`src/rtl/washing_machine_multi.sv`:
```
// washing_machine_multi
//   Washer cycle controller with an integrated prescaled seconds timer.
//   A cycle is bought with PRICE coins in IDLE, then runs
//   FILL -> (WASH -> RINSE) x N -> SPIN -> DONE -> IDLE, where N is the
//   clamped repeat_sel value latched at start. Every phase lasts its
//   *_SEC parameter in one-second ticks of TICK_DIV clocks each.
//
// Ports
//   CLK          in   system clock, rising edge
//   rst          in   asynchronous active-high reset
//   coin_in      in   one coin per sampled-high cycle, counted in IDLE only
//   repeat_sel   in   requested wash/rinse passes (0 -> 1, >MAX -> MAX)
//   timer_pause  in   freezes prescaler and seconds during SPIN only
//   abort        in   cancels cycle or credit, back to IDLE next cycle
//   wash_done    out  one-cycle pulse while in DONE
//   state_op     out  state code (IDLE=0 FILL=1 WASH=2 RINSE=3 SPIN=4 DONE=5)
//   pass_cnt     out  current pass, 1-based; 0 in IDLE
//   sec_left     out  seconds remaining in the current phase
//   credit       out  coins collected so far in IDLE
module washing_machine_multi #(
  parameter int unsigned TICK_DIV   = 50000000,
  parameter int unsigned FILL_SEC   = 120,
  parameter int unsigned WASH_SEC   = 300,
  parameter int unsigned RINSE_SEC  = 120,
  parameter int unsigned SPIN_SEC   = 60,
  parameter int unsigned PRICE      = 2,
  parameter int unsigned MAX_REPEAT = 3,
  parameter int unsigned SEC_W      = 10,
  localparam int unsigned REP_W     = $clog2(MAX_REPEAT + 1),
  localparam int unsigned CR_W      = $clog2(PRICE + 1)
) (
  input  logic             CLK,
  input  logic             rst,
  input  logic             coin_in,
  input  logic [REP_W-1:0] repeat_sel,
  input  logic             timer_pause,
  input  logic             abort,
  output logic             wash_done,
  output logic [2:0]       state_op,
  output logic [REP_W-1:0] pass_cnt,
  output logic [SEC_W-1:0] sec_left,
  output logic [CR_W-1:0]  credit
);

  localparam int unsigned PS_W = (TICK_DIV > 1) ? $clog2(TICK_DIV) : 1;

  localparam logic [PS_W-1:0]  PS_MAX    = PS_W'(TICK_DIV - 1);
  localparam logic [REP_W-1:0] REP_MAX   = REP_W'(MAX_REPEAT);
  localparam logic [REP_W-1:0] REP_ONE   = REP_W'(1);
  localparam logic [CR_W-1:0]  CR_PRICE  = CR_W'(PRICE);
  localparam logic [CR_W-1:0]  CR_START  = CR_W'(PRICE - 1);
  localparam logic [SEC_W-1:0] SEC_ONE   = SEC_W'(1);
  localparam logic [SEC_W-1:0] SEC_FILL  = SEC_W'(FILL_SEC);
  localparam logic [SEC_W-1:0] SEC_WASH  = SEC_W'(WASH_SEC);
  localparam logic [SEC_W-1:0] SEC_RINSE = SEC_W'(RINSE_SEC);
  localparam logic [SEC_W-1:0] SEC_SPIN  = SEC_W'(SPIN_SEC);

  typedef enum logic [2:0] {
    S_IDLE  = 3'd0,
    S_FILL  = 3'd1,
    S_WASH  = 3'd2,
    S_RINSE = 3'd3,
    S_SPIN  = 3'd4,
    S_DONE  = 3'd5
  } state_t;

  state_t           r_state;
  logic [PS_W-1:0]  r_presc;
  logic [SEC_W-1:0] r_sec;
  logic [REP_W-1:0] r_pass;
  logic [REP_W-1:0] r_rep;
  logic [CR_W-1:0]  r_credit;
  logic             r_done;

  logic             w_tick;
  logic             w_run;
  logic             w_expire;
  logic [REP_W-1:0] w_rep_clamped;

  always_comb begin
    w_tick = (r_presc == PS_MAX);
    // Timer advances in every timed phase; pause only has an effect in SPIN.
    w_run  = (r_state == S_FILL) || (r_state == S_WASH) || (r_state == S_RINSE) ||
             ((r_state == S_SPIN) && !timer_pause);
    w_expire = w_run && w_tick && (r_sec == SEC_ONE);

    if (repeat_sel == '0) begin
      w_rep_clamped = REP_ONE;
    end else if (repeat_sel > REP_MAX) begin
      w_rep_clamped = REP_MAX;
    end else begin
      w_rep_clamped = repeat_sel;
    end
  end

  always_ff @(posedge CLK or posedge rst) begin
    if (rst) begin
      r_state  <= S_IDLE;
      r_presc  <= '0;
      r_sec    <= '0;
      r_pass   <= '0;
      r_rep    <= REP_ONE;
      r_credit <= '0;
      r_done   <= 1'b0;
    end else if (abort) begin
      r_state  <= S_IDLE;
      r_presc  <= '0;
      r_sec    <= '0;
      r_pass   <= '0;
      r_credit <= '0;
      r_done   <= 1'b0;
    end else begin
      r_done <= 1'b0;
      case (r_state)
        S_IDLE: begin
          r_presc <= '0;
          r_sec   <= '0;
          r_pass  <= '0;
          if (coin_in) begin
            if (r_credit == CR_START) begin
              r_state  <= S_FILL;
              r_credit <= '0;
              r_sec    <= SEC_FILL;
              r_rep    <= w_rep_clamped;
            end else if (r_credit < CR_PRICE) begin
              r_credit <= r_credit + 1'b1;
            end
          end
        end

        S_FILL, S_WASH, S_RINSE, S_SPIN: begin
          if (w_run) begin
            if (w_tick) begin
              r_presc <= '0;
              r_sec   <= r_sec - 1'b1;
            end else begin
              r_presc <= r_presc + 1'b1;
            end
          end
          // Expiry loads the next phase's duration over the decrement above;
          // the prescaler has already wrapped to 0 on this tick.
          if (w_expire) begin
            case (r_state)
              S_FILL: begin
                r_state <= S_WASH;
                r_sec   <= SEC_WASH;
                r_pass  <= REP_ONE;
              end
              S_WASH: begin
                r_state <= S_RINSE;
                r_sec   <= SEC_RINSE;
              end
              S_RINSE: begin
                if (r_pass < r_rep) begin
                  r_state <= S_WASH;
                  r_sec   <= SEC_WASH;
                  r_pass  <= r_pass + 1'b1;
                end else begin
                  r_state <= S_SPIN;
                  r_sec   <= SEC_SPIN;
                end
              end
              S_SPIN: begin
                r_state <= S_DONE;
                r_sec   <= '0;
                r_done  <= 1'b1;
              end
              default: begin
                r_state <= S_IDLE;
              end
            endcase
          end
        end

        S_DONE: begin
          r_state <= S_IDLE;
          r_presc <= '0;
          r_sec   <= '0;
          r_pass  <= '0;
        end

        default: begin
          r_state  <= S_IDLE;
          r_presc  <= '0;
          r_sec    <= '0;
          r_pass   <= '0;
          r_credit <= '0;
        end
      endcase
    end
  end

  assign wash_done = r_done;
  assign state_op  = r_state;
  assign pass_cnt  = r_pass;
  assign sec_left  = r_sec;
  assign credit    = r_credit;

endmodule

```
`config.mk`:
```
export PLATFORM = sky130hd
export DESIGN_NAME = washing_machine_multi
export DESIGN_NICKNAME = d
export VERILOG_FILES = /design/src/rtl/washing_machine_multi.sv
export SDC_FILE = /design/constraint.sdc
export NUM_CORES = 1
export LEC_CHECK = 0
export CAP_MARGIN = 20
export CORE_MARGIN = 5
export CORE_UTILIZATION = 45
export DETAILED_ROUTE_END_ITERATION = 8
export PLACE_DENSITY = 0.73
export SLEW_MARGIN = 20
export SYNTH_ARGS = -nofsm -noshare
export SYNTH_HDL_FRONTEND = slang
export SYNTH_SLANG_ARGS = --single-unit
```
`constraint.sdc`:
```
create_clock -name CLK -period 2.5 [get_ports CLK]
set_clock_uncertainty 0.2 [all_clocks]
set_input_delay 0.5 -clock CLK [delete_from_list [all_inputs] [get_ports CLK]]
set_output_delay 0.5 -clock CLK [all_outputs]
set_load 0.05 [all_outputs]
```
Yosys cells after proc, flatten, opt, wreduce, memory -nomap -nowiden --
Index checks and enable logic that the tools add are counted. Widths: inputs -> output; s select.
Storage, ports and cells: bits in registers 46, output and inout port bits 18, logic and storage cells 82, input bits 7
Cells by class: add/subtract/negate cells 4, reductions and logical operators 15, equal/unequal tests 16, bitwise gates (word level) 1, mux-type cells 36, order comparisons 3
Operator list (number):
- $mux 26 | 4
- $mux 10 | 4
- $pmux 10 s4 | 1
- $add 26x1->26 const B | 1
- $eq 26x26->1 const B | 1
- $mux 2 | 10
- $pmux 10 s2 | 1
- $mux 3 | 5
- $mux 7 | 2
- $ne 3x3->1 const B | 4
- $ne 4x4->1 const B | 3
- $pmux 3 s4 | 1
- $eq 10x1->1 const B | 1
- $sub 10x1->10 const B | 1
- $mux 9 | 1
- $reduce_and 3->1 | 3
- $pmux 2 s2 | 2
- $eq 3x2->1 const B | 2
- $eq 3x3->1 const B | 2
- $pmux 3 s2 | 1
- $reduce_or 5->1 | 1
- $add 2x1->2 const B | 2
- $mux 1 | 4
- $reduce_and 4->1 | 1
- other kinds (13) | 17

Logic depth before layout (Yosys ltp) --
Gate-level depths: netlist of run 1.
depth after elaboration 9, gate-level depth with buffers 8

Least setup slack after synthesis of run 1 --
No wires, ideal clock.
path kind register to register, start point register r_sec[0], in the netlist sec_left[0], end point register r_state[2], in the netlist state_op[2], setup slack -0.152 ns, arrival time 2.374 ns, required time 2.222 ns, cell stages (with the launch flop) 8, cells stage by stage dfrtp_1 > ha_1 > nor4b_2 > and3_1 > clkbuf_1 > nand4_4 > or4_1 > a21oi_1
Between the ends: cells in the longest elaborated chain, start to end 4
Ends and longest elaborated chain:
- start: declaration | line 69 | logic [SEC_W-1:0] r_sec;
- start signal: assignment | line 135 | r_sec <= r_sec - 1'b1;
- $eq 10x1->1 | line 85 | w_expire = w_run && w_tick && (r_sec == SEC_ONE);
- $logic_and 1x1->1 | line 85
- $ne 3x3->1 (no line)
- $reduce_and 3->1 (no line)
- end signal: assignment | line 98 | r_state <= S_IDLE;
- end signal: assignment | line 106 | r_state <= S_IDLE;
- end signal: assignment | line 121 | r_state <= S_FILL;
- end: declaration | line 67 | state_t r_state;
Every way passes these cells. A chain may end at the register's enable or synchronous reset.

Worst setup path after layout of run 1 --
start point register r_presc[18], end point register r_state[2], in the netlist state_op[2]
Between the ends: cells in the longest elaborated chain, start to end 5
Ends and longest elaborated chain:
- start: declaration | line 68 | logic [PS_W-1:0] r_presc;
- start signal: assignment | line 137 | r_presc <= r_presc + 1'b1;
- $eq 26x26->1 | line 81 | w_tick = (r_presc == PS_MAX);
- $logic_and 1x1->1 (2 in a row) | line 85
- $ne 3x3->1 (no line)
- $reduce_and 3->1 (no line)
Every way passes these cells.

==> results of run 1 <==
[layout make-up]
class                      instances  area [µm²]  area share
tap                               75        93.8      0.0268
sequential                        46        1160       0.330
clock buffer                       7        86.3      0.0247
clock inverter                     1        5.00     0.00143
timing repair buffer              64         552       0.158
multi-input combinational        242        1560       0.444
inverter                          14        52.6      0.0150
[critical path, cell delays in order (launching register included)]
cell     delay, ns
dfrtp_1       0.41
or4b_4        0.57
nor4_4        0.31
buf_4         0.21
nand4_4       0.10
or4_1         0.49
a21oi_1       0.13
[synth_stat cells, drive strengths merged, types with 4 or more instances]
master / count / share of area
a211oi: 4 / 0.011
a21o: 5 / 0.014
a21oi: 18 / 0.034
and4: 4 / 0.013
clkbuf: 8 / 0.011
dfrtp: 45 / 0.41
ha: 4 / 0.018
inv: 14 / 0.019
nand2: 19 / 0.026
nand2b: 5 / 0.011
nand3: 15 / 0.027
nand4: 16 / 0.041
nor2: 33 / 0.045
nor3: 22 / 0.041
nor4: 7 / 0.021
o21ai: 19 / 0.034
or4: 4 / 0.011
xnor2: 13 / 0.041
xor2: 6 / 0.019
[flip-flops by register name (all words and copies together) (netlist names)]
register,count
r_rep,2
r_presc,26
sec_left,10
credit,2
state_op,3
pass_cnt,2
wash_done,1
[per-layer routing]
metal  up-vias  track usage  share of wire
met1      1240        0.245           0.46
met4         0       0.0508          0.014
met5         -            0              0
met2        63        0.299           0.48
met3        11       0.0438          0.042
li1       1265            -              -
[through the flow]
stage                     instance area [µm²]  power, W  hold WS [ns]  setup TNS [ns]  std cells
after CTS                                3470   0.00144         0.300               0        448
final                                    3500   0.00142         0.300               0        449
after detailed placement                 3370  0.000954         0.288           -7.17        440
after floorplan                          2780  0.000888         0.258               0        313
after global placement                   3370  0.000950         0.273           -6.02        440
after global routing                     3500   0.00149         0.338          -0.138        449
[how the worst max path moves through the flow]
stage | depth (start not counted) | start | slack, ns | end
3_3_place_gp | 6 | abort | -0.38 | r_presc[21]
4_1_cts | 7 | r_presc[18] | 0.03 | pass_cnt[1]
6_report | 6 | r_presc[18] | 0.01 | state_op[2]
3_5_place_dp | 6 | abort | -0.44 | r_presc[21]
5_1_grt | 7 | r_presc[18] | -0.05 | pass_cnt[1]
2_1_floorplan | 8 | sec_left[1] | 0.01 | state_op[2]
[repair_timing]
| item | CTS | global route |
|---|---|---|
| gates resized for setup | 2 | 6 |
| endpoints found under the setup margin | 18 | 10 |
| setup buffers | 0 | 1 |
| pin swaps | 0 | 2 |
[cells by family (layout without fill, tap and decap cells)]
group,after synthesis,in the layout,share of synthesized area
multiplexers,3,3,0.0113
buffers and inverters,25,86,0.0361
AND/OR/NAND/NOR,148,148,0.303
flip-flops,46,46,0.415
AO/OA/AOI/OAI,68,68,0.157
XOR/XNOR,19,19,0.0600
adder cells (fa/ha/maj),4,4,0.0180
[report_power, final]
part	switching [W]	internal, W
Clock	0.000254	0.000223
Sequential	0.0000132	0.000763
Combinational	0.0000973	0.0000657
==> results.toml, run 1 <==
[clocking]
ctsHoldBuffers = 0
root_buffer = "clkbuf_8"
cts_buffer_depth = 2
tritoncts = "done"
clk-insertion-delay-late_ns = 0.30
clock-sinks = 46
cts-htree-levels = 2
clk_pin_slew_worst_paths_ns = 0.08
numCtsBuffers = 5

[die]
dieArea_mm2 = 0.00784
initial_core_util = 0.466
io_pins = 25
die_h_um = 88.5
core_mm2 = 0.00596
fp-row-count = 28
dieWidth_um = 88.5

[worst_setup_path]
r2r_start = "r_presc[18]"
r2r_slack_ns = 0.01
required_ns = 2.54
reg2regPathDepth = 6
r2r-end = "state_op[2]"
critPathLaunchType = "flip-flop"
path_class = "reg2reg"
crit_arrival_ns = 2.52
cp-end-kind = "flip-flop"
cp_max_fo = 5

[timing]
rsz0062_at_grt = "true"
period_minus_slack_ns = 2.49
finalMaxSlewViolations = 0
hold_violations = 0
worst-slew-pin-transition_ns = 0.651
timing.fmax_mhz = 402
finalCritPeriodShare = 0.994
setup_violations = 0
max_slew_margin = 0.565
fin_ws_ns = 0.0142

[place]
place_ws_ns = -0.444
gp_congestion = 0.864
port_buffers = 24
place_hpwl_mm = 5.09

[status]
status = "finished, final reports clean"

[pwr]
max-vdd-ir-drop_uv = 272
leakagePower_nw = 1.43
cellPowerDensity_mw_per_mm2 = 405

[layout]
final_nets = 384
mostFrequentLayoutCell = "dfrtp_1"
num-fill-cells = 540
layout_common_cells = "dfrtp_1, buf_4, nor2_1, clkdlybuf4s50_1, nor3_1"
post-route-util = 0.588
syn_to_final_growth_pct = 26.2
drive_above_1_share = 0.193
num_antenna_cells = 0

[synthesis]
ys_warn_count = 0
synthesis.nets = 324
synth.avg_cell_area_um2 = 8.87
synth_cell_types = 58
synth-seq-cells = 46
synth_area_mm2 = 0.00278
syn-instance-count = 313
ys.flop_type = "dfrtp_1"
synth-async-reset-ratio = 1.00
seq_area_frac_synth = 0.415
synth_edf_count = 0

[detailed_routing]
avgViaCountPerCell = 5.74
drc = 0
drt_first_iter_violations = 130
vias = 2579
dr.pass1.iters = 4
ant_nets = 0
routed_wl_mm = 6.94
routedWlPerCell_um = 15.4

[global_route]
grt_pass1_vias = 2475
grt_overflow = 0
grt_antenna_before_repair = 0
grt_pass1_wl_mm = 11.4
grt_max_degree = 26
gr-usage-all-layers = 0.184

[hold_path]
hold_start = "r_rep[0]"
hold-path-endpoint = "r_rep[0]"
hp-class = "reg2reg"
min_path_cells = 2

[job]
drv_cap = 0
Power figures use the tool's default switching activity.
==> run 2: changes to the inputs <==
--- a/config.mk
+++ b/config.mk
@@ -6,7 +6,7 @@
 export NUM_CORES = 1
 export LEC_CHECK = 0
 export CAP_MARGIN = 20
-export CORE_MARGIN = 5
+export CORE_MARGIN = 1.5
 export CORE_UTILIZATION = 45
 export DETAILED_ROUTE_END_ITERATION = 8
 export PLACE_DENSITY = 0.73
==> run 2 against run 1 <==
Critical path depth down 4. Sequential power hardly changed. Largest cell class unchanged. First-iteration DRC count grew 25%. Power shrank 1.6%. Via count up 2.2%.
==> results.toml, run 2 (synthesis results as in run 1) <==
[worst_setup_path]
crit_arrival_ns = 1.70
r2r_slack_ns = 0.14
reg2regPathDepth = 6
cp_max_fo = 10
required_ns = 1.80
cp-end-kind = "output port"
cp-endpoint = "state_op[0]"
r2r_start = "r_presc[18]"
cp-startpoint = "state_op[0]"
critPathLaunchType = "flip-flop"
r2r-end = "state_op[2]"
path_class = "reg2out"

[status]
status = "finished, final reports clean"

[detailed_routing]
wl_met1_mm = 3.04
avgViaCountPerCell = 5.98
drt_first_iter_violations = 162
wl_met2_mm = 3.39
routedWlPerCell_um = 15.6
wl_met3_um = 363
routed_wl_mm = 6.88
drc = 0
ant_nets = 0
dr.pass1.iters = 4
vias = 2636
highest_layer = "met4"

[die]
io_pins = 25
initial_core_util = 0.469
die_h_um = 81.5
dieArea_mm2 = 0.00665
dieWidth_um = 81.5
fp-row-count = 28
core_mm2 = 0.00592

[pwr]
leakagePower_nw = 1.37
max-vdd-ir-drop_uv = 291
cellPowerDensity_mw_per_mm2 = 407

[timing]
timing.fmax_mhz = 416
hold_violations = 0
finalMaxSlewViolations = 0
finalCritPeriodShare = 0.961
period_minus_slack_ns = 2.40
worst-slew-pin-transition_ns = 0.656
max_slew_margin = 0.562
setup_violations = 0

[global_route]
gr-usage-all-layers = 0.233
grt_antenna_before_repair = 0
grt_overflow = 0
grt_pass1_wl_mm = 11.8
grt_max_degree = 32
grt_pass1_vias = 2538

[layout]
largest_reg_flops = 26
fin_cells = 441
num-fill-cells = 536
drive_above_1_share = 0.175
final_nets = 376
syn_to_final_growth_pct = 23.4
top_register = "r_presc"
mostFrequentLayoutCell = "dfrtp_1"
final_area_mm2 = 0.00342
layout_common_cells = "dfrtp_1, nor2_1, buf_4, nor3_1, clkdlybuf4s50_1"
num_antenna_cells = 0

[place]
gp_congestion = 0.913
placedCellCount = 433
placedInstanceArea_mm2 = 0.00331
place_hpwl_mm = 5.11
port_buffers = 24

[clocking]
cts_buffer_depth = 2
post_cts.repair.setup_buffers = 0
clk-insertion-delay-late_ns = 0.31
numCtsBuffers = 5
tritoncts = "done"
ctsHoldBuffers = 0
root_buffer = "clkbuf_8"
cts-htree-levels = 2
clock-sinks = 46
clk_pin_slew_worst_paths_ns = 0.08

[hold_path]
hp-class = "in2async"

[job]
drv_cap = 0
run 2: power by group:
group	total (W)	internal (W)	switching [W]
Sequential	0.000776	0.000763	0.0000123
Combinational	0.000165	0.0000659	0.0000994
Clock	0.000453	0.000199	0.000253
Total	0.00139	0.00103	0.000365
run 2: final cells by class:
class                   instances  area, µm²  area share
clock buffers                   8       80.1      0.0234
repair buffers                 56        494       0.144
flip-flops and latches         46       1160       0.338
well taps                      75       93.8      0.0274
inverters                      14       52.6      0.0154
multi-input cells             242       1550       0.452
run 2: layer usage:
| layer | up-vias | GRT usage |
|---|---|---|
| li1 | 1251 | - |
| met1 | 1279 | 0.297 |
| met2 | 98 | 0.404 |
| met3 | 8 | 0.0356 |
| met4 | 0 | 0.0741 |
| met5 | - | 0 |
run 2: how the worst min path moves through the flow:
stage	cells after the start	endpoint
2_1_floorplan	2	r_rep[0]
3_3_place_gp	2	r_rep[0]
5_1_grt	2	r_presc[8]
3_5_place_dp	2	r_rep[0]
4_1_cts	2	r_presc[8]
6_report	2	r_presc[10]
run 2: repair_timing:
item / CTS / global route
endpoints found under the setup margin: 8 / 8
gates resized for setup: 1 / 9
endpoints found under the hold margin: 0 / 0
run 2: critical path: stages (launching register included):
cell,delay [ns]
dfrtp_2,0.40
buf_4,0.18
clkdlybuf4s50_1,0.81
run 2: stage by stage:
| step | TNS [ns] | util | power (W) | setup WS, ns | hold WS, ns |
|---|---|---|---|---|---|
| final | 0 | 0.578 | 0.00139 | 0.0963 | 0.280 |
| after global routing | -0.00934 | 0.578 | 0.00146 | -0.00934 | 0.315 |
| after detailed placement | -6.61 | 0.560 | 0.000955 | -0.413 | 0.280 |
| after floorplan | 0 | - | 0.000888 | 0.0119 | 0.258 |
| after global placement | -5.62 | 0.560 | 0.000950 | -0.333 | 0.272 |
| after CTS | -0.0197 | 0.574 | 0.00140 | -0.0119 | 0.292 |
